`src/rtl/can_bit_timing.sv`:
```
// CAN bit-timing controller: tq prescaler, SYNC/TSEG1/TSEG2 sequencer with hard sync
// and SJW-limited resync; emits registered tx-point and sample-point strobes.
module can_bit_timing #(
  parameter int BRP   = 5,
  parameter int TSEG1 = 13,
  parameter int TSEG2 = 6,
  parameter int SJW   = 2
) (
  input  logic       rst_i,
  input  logic       clk_i,
  input  logic       rx_i,
  input  logic       hard_sync_en_i,
  input  logic       resync_en_i,
  output logic       tx_point_o,
  output logic       sample_o,
  output logic       bit_o,
  output logic [1:0] seg_o
);

  if (BRP < 1 || BRP > 256) begin : g_bad_brp
    $error("can_bit_timing: BRP must be 1..256");
  end
  if (TSEG1 < 2 || TSEG1 > 16) begin : g_bad_tseg1
    $error("can_bit_timing: TSEG1 must be 2..16");
  end
  if (TSEG2 < 2 || TSEG2 > 8 || TSEG2 < SJW) begin : g_bad_tseg2
    $error("can_bit_timing: TSEG2 must be 2..8 and >= SJW");
  end
  if (SJW < 1 || SJW > 4) begin : g_bad_sjw
    $error("can_bit_timing: SJW must be 1..4");
  end

  typedef enum logic [1:0] {
    SEG_SYNC  = 2'd0,
    SEG_TSEG1 = 2'd1,
    SEG_TSEG2 = 2'd2
  } seg_t;

  localparam logic [7:0] PRESC_LAST = 8'(BRP - 1);
  localparam logic [4:0] T1 = 5'(TSEG1);
  localparam logic [4:0] T2 = 5'(TSEG2);
  localparam logic [4:0] SJ = 5'(SJW);

  seg_t       state;
  logic [7:0] presc_cnt;
  logic [4:0] tq_cnt;
  logic [2:0] ext;
  logic       sync_lock;
  logic       rx_m, rx_s, rx_d;

  logic       tick, edge_q, hard, resync, restart;
  logic [2:0] ext_nxt;
  logic [4:0] late_e, ext_w, tseg1_end, tseg2_end;

  // ext holds the TSEG1 lengthening in TSEG1 and the TSEG2 shortening in TSEG2;
  // phase error is always taken from the pre-tick state.
  always_comb begin
    tick    = (presc_cnt == PRESC_LAST);
    edge_q  = rx_d & ~rx_s & ~sync_lock & bit_o;
    hard    = edge_q & hard_sync_en_i;
    resync  = edge_q & ~hard_sync_en_i & resync_en_i;
    late_e  = tq_cnt + 5'd1;
    ext_nxt = ext;
    restart = hard;
    if (resync) begin
      if (state == SEG_TSEG1) begin
        ext_nxt = (late_e > SJ) ? SJ[2:0] : late_e[2:0];
      end else if (state == SEG_TSEG2) begin
        if ((T2 - tq_cnt) <= SJ) restart = 1'b1;
        else                     ext_nxt = SJ[2:0];
      end
    end
    ext_w     = {2'b00, ext_nxt};
    tseg1_end = T1 + ext_w - 5'd1;
    tseg2_end = T2 - ext_w - 5'd1;
  end

  always_ff @(posedge clk_i or negedge rst_i) begin
    if (!rst_i) begin
      rx_m <= 1'b1;
      rx_s <= 1'b1;
      rx_d <= 1'b1;
    end else begin
      rx_m <= rx_i;
      rx_s <= rx_m;
      rx_d <= rx_s;
    end
  end

  always_ff @(posedge clk_i or negedge rst_i) begin
    if (!rst_i) begin
      state      <= SEG_SYNC;
      presc_cnt  <= 8'd0;
      tq_cnt     <= 5'd0;
      ext        <= 3'd0;
      sync_lock  <= 1'b0;
      tx_point_o <= 1'b0;
      sample_o   <= 1'b0;
      bit_o      <= 1'b1;
    end else begin
      tx_point_o <= 1'b0;
      sample_o   <= 1'b0;
      if (restart) begin
        state      <= SEG_SYNC;
        presc_cnt  <= 8'd0;
        tq_cnt     <= 5'd0;
        ext        <= 3'd0;
        sync_lock  <= 1'b1;
        tx_point_o <= 1'b1;
      end else begin
        ext       <= ext_nxt;
        presc_cnt <= tick ? 8'd0 : presc_cnt + 8'd1;
        if (resync) sync_lock <= 1'b1;
        if (tick) begin
          case (state)
            SEG_SYNC: begin
              state  <= SEG_TSEG1;
              tq_cnt <= 5'd0;
            end
            SEG_TSEG1: begin
              if (tq_cnt == tseg1_end) begin
                state     <= SEG_TSEG2;
                tq_cnt    <= 5'd0;
                ext       <= 3'd0;
                sample_o  <= 1'b1;
                bit_o     <= rx_s;
                sync_lock <= 1'b0;
              end else begin
                tq_cnt <= tq_cnt + 5'd1;
              end
            end
            SEG_TSEG2: begin
              if (tq_cnt == tseg2_end) begin
                state      <= SEG_SYNC;
                tq_cnt     <= 5'd0;
                ext        <= 3'd0;
                tx_point_o <= 1'b1;
              end else begin
                tq_cnt <= tq_cnt + 5'd1;
              end
            end
            default: begin
              state  <= SEG_SYNC;
              tq_cnt <= 5'd0;
            end
          endcase
        end
      end
    end
  end

  assign seg_o = state;

endmodule

```
`config.mk`:
```
export PLATFORM = sky130hd
export DESIGN_NAME = can_bit_timing
export DESIGN_NICKNAME = d
export VERILOG_FILES = /design/src/rtl/can_bit_timing.sv
export SDC_FILE = /design/constraint.sdc
export NUM_CORES = 1
export LEC_CHECK = 0
export CAP_MARGIN = 20
export CORE_MARGIN = 1.5
export CORE_UTILIZATION = 40
export DETAILED_ROUTE_END_ITERATION = 8
export HOLD_SLACK_MARGIN = 0.02
export SYNTH_ARGS = -nofsm -noshare
export SYNTH_HDL_FRONTEND = slang
export SYNTH_SLANG_ARGS = --single-unit
```
`constraint.sdc`:
```
create_clock -name clk_i -period 5.5 [get_ports clk_i]
set_clock_uncertainty 0.1 [all_clocks]
set_input_delay 1.1 -clock clk_i [delete_from_list [all_inputs] [get_ports clk_i]]
set_output_delay 1.1 -clock clk_i [all_outputs]
set_load 0.005 [all_outputs]
```
Word level (Yosys, flattened, before mapping)
Cells that the tools add are included.
{"block": "word_totals", "inputBits": 5, "wordCells": 80, "regBits": 25}
{"block": "classes", "n_eq_ne": 7, "n_lt_le_gt_ge": 2, "muxes": 39, "addsub": 7, "n_bitwise": 10, "reduce_logical": 4}
{"op": "3-bit 2-to-1 mux", "count": 9}
{"op": "5-bit 2-to-1 mux", "count": 4}
{"op": "1-bit 2-to-1 mux", "count": 17}
{"op": "8-bit 2-to-1 mux", "count": 2}
{"op": "5-bit equality test", "count": 2}
{"op": "5-bit case mux with 2 select lines", "count": 1}
{"op": "8-bit by 1-bit adder with 8-bit output, second input constant", "count": 1}
{"op": "8-bit by 3-bit equality test with 1-bit output, second input constant", "count": 1}
{"op": "2-bit 2-to-1 mux", "count": 4}
{"op": "1-bit bitwise AND", "count": 6}
{"op": "3-bit by 2-bit != test with 1-bit output, second input constant", "count": 2}
{"op": "2-bit case mux with 3 select lines", "count": 1}
{"op": "3-bit case mux with 2 select lines", "count": 1}
{"op": "4-bit by 3-bit adder with 5-bit output, first input constant", "count": 1}
{"op": "5-bit by 1-bit adder with 5-bit output, second input constant", "count": 1}
{"op": "5-bit by 2-bit > comparator with 1-bit output, second input constant", "count": 1}
{"op": "5-bit by 2-bit less-or-equal comparator with 1-bit output, second input constant", "count": 1}
{"op": "3-bit by 5-bit subtractor with 5-bit output, first input constant", "count": 1}
{"op": "4-bit by 2-bit subtractor with 5-bit output, second input constant", "count": 1}
{"op": "5-bit by 1-bit subtractor with 5-bit output, second input constant", "count": 1}
{"op": "1-bit inverter", "count": 4}
{"op": "4-bit AND reduction", "count": 1}
{"op": "3-bit by 3-bit subtractor with 4-bit output, first input constant", "count": 1}
{"op": "3-bit AND reduction", "count": 1}
{"op": "other kinds (4)", "count": 4}

Longest topological paths before layout
Gate-level depths: netlist of the first run.
{"block": "logic_depth", "depth_word": 14, "ltp_mapped": 16, "depth_no_buf": 16}

Worst setup path after synthesis of the first run
Ideal clock, no wire load.
{"block": "synth_path", "kind": "in2reg", "start": "in hard_sync_en_i", "end": "reg tq_cnt[4]", "cell_stages": 13, "setup_time_ns": 0.124, "required_ns": 5.276, "path_buffers": 0, "t_arrival_ns": 4.028, "slack_ns": 1.248, "cell_sequence": "nand3b_4 > or4b_4 > o2bb2ai_1 > inv_1 > ha_1 > nand2_1 > nor2_1 > a221oi_2 > o22ai_1 > xnor2_2 > o31ai_4 > a21oi_2 > a211o_1"}
{"block": "synth_between", "elab_chain_cells": 11, "word_cells_on_any_way": 21, "cone_classes": "add/sub: 4; eq/ne: 2; mux: 10; bitwise: 4; reduce/logical: 1"}
{"element": "start, declared", "line": "12", "text": "input logic hard_sync_en_i,"}
{"element": "1-bit inverter", "line": "61", "text": "resync = edge_q & ~hard_sync_en_i & resync_en_i;"}
{"element": "1-bit bitwise AND (2 in series)", "line": "61"}
{"element": "3-bit 2-to-1 mux", "line": "65", "text": "if (resync) begin"}
{"element": "4-bit by 3-bit adder with 5-bit output / 3-bit by 3-bit subtractor with 4-bit output (equally long branches)", "line": "74, 75"}
{"element": "5-bit by 1-bit subtractor with 5-bit output / 4-bit by 2-bit subtractor with 5-bit output (equally long branches)", "line": "74, 75"}
{"element": "5-bit equality test, on equally long branches", "line": "121, 133"}
{"element": "5-bit 2-to-1 mux, on equally long branches", "line": "121, 133"}
{"element": "5-bit case mux with 2 select lines", "line": "115", "text": "case (state)"}
{"element": "5-bit 2-to-1 mux", "line": "114", "text": "if (tick) begin"}
{"element": "5-bit 2-to-1 mux", "line": "103", "text": "if (restart) begin"}
{"element": "end signal, assigned", "line": "129", "text": "tq_cnt <= tq_cnt + 5'd1;"}
{"element": "end signal, assigned", "line": "139", "text": "tq_cnt <= tq_cnt + 5'd1;"}
{"element": "end, declared", "line": "46", "text": "logic [4:0] tq_cnt;"}
Parallel ways exist; a longest one is shown, timed or not. The select of a mux whose other input is x is not followed.
A chain may end at the register's enable or synchronous reset.

Worst setup path after layout of the first run
{"block": "layout_path", "start": "in resync_en_i", "end": "reg tq_cnt[4]"}
{"block": "layout_between", "elab_chain_cells": 9, "word_cells_on_any_way": 15, "cone_classes": "add/sub: 4; eq/ne: 2; mux: 7; bitwise: 1; reduce/logical: 1"}
{"element": "start, declared", "line": "13", "text": "input logic resync_en_i,"}
{"element": "1-bit bitwise AND *", "line": "61"}
{"element": "3-bit 2-to-1 mux", "line": "65"}
{"element": "4-bit by 3-bit adder with 5-bit output / 3-bit by 3-bit subtractor with 4-bit output (equally long branches)", "line": "74, 75"}
{"element": "5-bit by 1-bit subtractor with 5-bit output / 4-bit by 2-bit subtractor with 5-bit output (equally long branches)", "line": "74, 75"}
{"element": "5-bit equality test, on equally long branches", "line": "121, 133"}
{"element": "5-bit 2-to-1 mux, on equally long branches", "line": "121, 133"}
{"element": "5-bit case mux with 2 select lines", "line": "115"}
{"element": "5-bit 2-to-1 mux", "line": "114"}
{"element": "5-bit 2-to-1 mux", "line": "103"}
Every way passes the cells marked *; elsewhere a longest branch is shown, timed or not. The select of a mux whose other input is x is not followed.

==> metrics.csv, run 1 <==
metric,value,unit
status,"complete, no violations",
Area Overhead vs Synth,10.9,%
number of synthesized flops with an enable pin,0,
routed via count,1332,
Max VDD drop,0.000102,V
# clock sinks,25,
RSZ-0062 raised after global routing,no,
final hold violations,0,
number of global-route vias before repair,1277,
Worst-Skew Late Latency,0.27,ns
First-pass DRT Iterations,4,
Yosys reg bits,25,
Placed Instance Area,1860,sq um
Hold WS,0.260,ns
CTS tree,yes,
Initial DRC Count,68,
worst setup path class,in2reg,
YS warnings,0,
GRT overflow,0,
H-tree depth,1,
drt wl/cell,15.6,microns
Final Worst Setup Slack,0.692,ns
pwr dens,158,nW/um^2
count of final max-slew check failures,0,
Longest Clk Path Bufs,2,
most frequent cells in the layout,"21 x dfrtp_1, 16 x nor2_1, 15 x inv_1",
post-synth cell types,54,
"most common cell after layout, fill and taps aside",dfrtp_1,
Final setup violation count,0,
syn_area_per_cell,9.87,sq um
post-route setup TNS,0,ns
pin count of the biggest net entering global routing,26,
I/O pin count,10,
CP Capture Type,flop,
die width,68.7,microns
Place WS,0.462,ns
"delay-heaviest family, CP",compound AO/OA/AOI/OAI gates,
Buf/Inv on CP,2,
Main synth FF type,dfrtp_1,
vias per cell,5.67,
clock slew at reported path FFs,0.09,ns
Max Clock Freq,208,MHz
CP max stage cell,or4b_4,
CP Launch Type,input port,
Post-CTS Hold Buffers,0,
Worst path max stage delay,0.58,ns
fin crit share,87.4,%
Die ar.,4720,sq um
GP Congestion,0.949,
Post-Layout Inst Area,1920,sq um
initial antenna violation count,0,
Initial Util,42.3,%
Rows,23,
post_cts resized,0,
first-pass GRT wire length,6110,microns
Post-CTS Setup Repair Bufs,0,
Overall Global Routing Usage,17.4,%
post-synthesis sequential area ratio,36.5,%
"Net Count, Synth",192,
"Req. time, crit path",5.56,ns
worst-path cell chain,"clkdlybuf4s50_1, nand3b_4, or4b_4, o2bb2ai_1, inv_1, ha_1, nand2_1, nor2_1, a221oi_2, o22ai_1, xnor2_2, o31ai_4, a21oi_2, a211o_1",
Buffers on Ports,9,
Die Height,68.7,microns
Critical Path AT,4.87,ns
# DRC,0,
Crit Path Max Fanout,8,
Post-DP HPWL,2730,microns
Post-DRT Antenna Nets,0,
ys async rst share,100,%
total wire length,3660,microns
max_cap viols,0,
Root Buffer,clkbuf_8,
nets,203,
Tmin final,4.81,ns
layout cells sized above 1,16.8,%
relative slew slack,55.0,%
antenna cells,0,
leakage,0.000885,uW
Syn Std Cell Area,1730,sq um
worst hold path class,reg2reg,
Worst-Margin Slew,0.673,ns
Mapped Cells,175,
clock buffer count from CTS,3,
core box area,4090,sq um
-- cell usage after synthesis (2+ instances only) --
| cell type | number | share of area [%] |
|---|---|---|
| nand4_1 | 2 | 0.72 |
| clkbuf_1 | 2 | 0.43 |
| o221ai_1 | 2 | 1.0 |
| or2_2 | 2 | 0.72 |
| and3_1 | 4 | 1.4 |
| a21oi_1 | 3 | 0.87 |
| nor4b_1 | 2 | 1.0 |
| dfrtp_1 | 21 | 30 |
| mux2_2 | 2 | 1.3 |
| a31oi_1 | 2 | 0.72 |
| a21o_2 | 2 | 1.0 |
| nor3_1 | 8 | 2.3 |
| ha_1 | 12 | 8.7 |
| a22o_2 | 3 | 1.7 |
| nor2b_1 | 2 | 0.72 |
| xnor2_1 | 5 | 2.5 |
| nand2_1 | 8 | 1.7 |
| o21ai_0 | 2 | 0.58 |
| inv_1 | 15 | 3.3 |
| and2_1 | 3 | 1.1 |
| nor2_1 | 16 | 3.5 |
| xor2_1 | 9 | 4.6 |
| nand3_1 | 12 | 3.5 |
| o22ai_1 | 2 | 0.72 |
| mux2i_1 | 2 | 1.2 |
| dfstp_2 | 4 | 6.1 |
-- state kept, by name, summed over array words and instances (netlist names) --
| register | cells |
|---|---|
| bit_o | 1 |
| ext | 3 |
| presc_cnt | 8 |
| rx_d | 1 |
| rx_m | 1 |
| rx_s | 1 |
| sample_o | 1 |
| seg_o | 2 |
| sync_lock | 1 |
| tq_cnt | 5 |
| tx_point_o | 1 |
-- per-layer routing --
layer / global-route usage [%] / vias up / share of wire, %
li1: - / 650 / -
met1: 24.7 / 658 / 47
met2: 26.9 / 20 / 47
met3: 2.92 / 4 / 4.5
met4: 6.13 / 0 / 1.0
met5: 0 / - / 0
-- power breakdown --
group          total [uW]  internal (uW)  switching (uW)
sequential            186            186           0.412
clock                 109           51.8            57.3
combinational        8.32           3.90            4.42
-- path summary, 6_finish.rpt --
check                                 end        start  cells past startpoint  slack (ns)
worst min register to register       rx_s         rx_m                      0        0.26
worst max-delay path            tq_cnt[4]  resync_en_i                     14        0.69
worst max register to register  tq_cnt[4]    tq_cnt[0]                     16        0.99
max in group asynchronous            rx_m        rst_i                      2        3.57
worst min-delay path                 rx_s         rx_m                      0        0.26
min in group asynchronous          ext[2]        rst_i                      1        1.14
-- logic make-up (layout without fill, tap and decap cells) --
group | Yosys count | count (layout) | share of synthesized area, %
XOR/XNOR | 15 | 15 | 8.04
buffers and inverters | 19 | 29 | 4.64
AND/OR/NAND/NOR | 68 | 68 | 22.4
flip-flops | 25 | 25 | 36.5
AO/OA/AOI/OAI | 32 | 32 | 17.2
adder cells (fa/ha/maj) | 12 | 12 | 8.70
multiplexers | 4 | 4 | 2.46
-- final cells by class --
| class | count | area, sq um |
|---|---|---|
| Timing Repair Buffer | 10 | 105 |
| Tap cell | 50 | 62.6 |
| Sequential cell | 25 | 631 |
| Clock buffer | 4 | 45.0 |
| Multi-Input combinational cell | 131 | 1020 |
| Fill cell | 409 | 2170 |
| Inverter | 15 | 56.3 |
-- metrics by stage --
stage / power [uW] / util [%] / cells
finish: 303 / 46.9 / 235
global route: 315 / 46.9 / 235
floorplan: 190 / - / 175
CTS: 306 / 46.5 / 234
detailed placement: 197 / 45.4 / 230
global placement: 197 / 45.4 / 230
(Power assumes the default switching activity.)
==> run 2, diff against run 1 <==
- CTS_CLUSTER_SIZE: not set -> 30
==> results of run 2 <==
Same layout as run 1: the final DEF is identical, and so are final timing and power.
==> run 3, diff against run 2 <==
- GPL_ROUTABILITY_DRIVEN: not set -> 0
==> results of run 3 <==
Same layout as run 1: the final DEF is identical, and so are final timing and power.
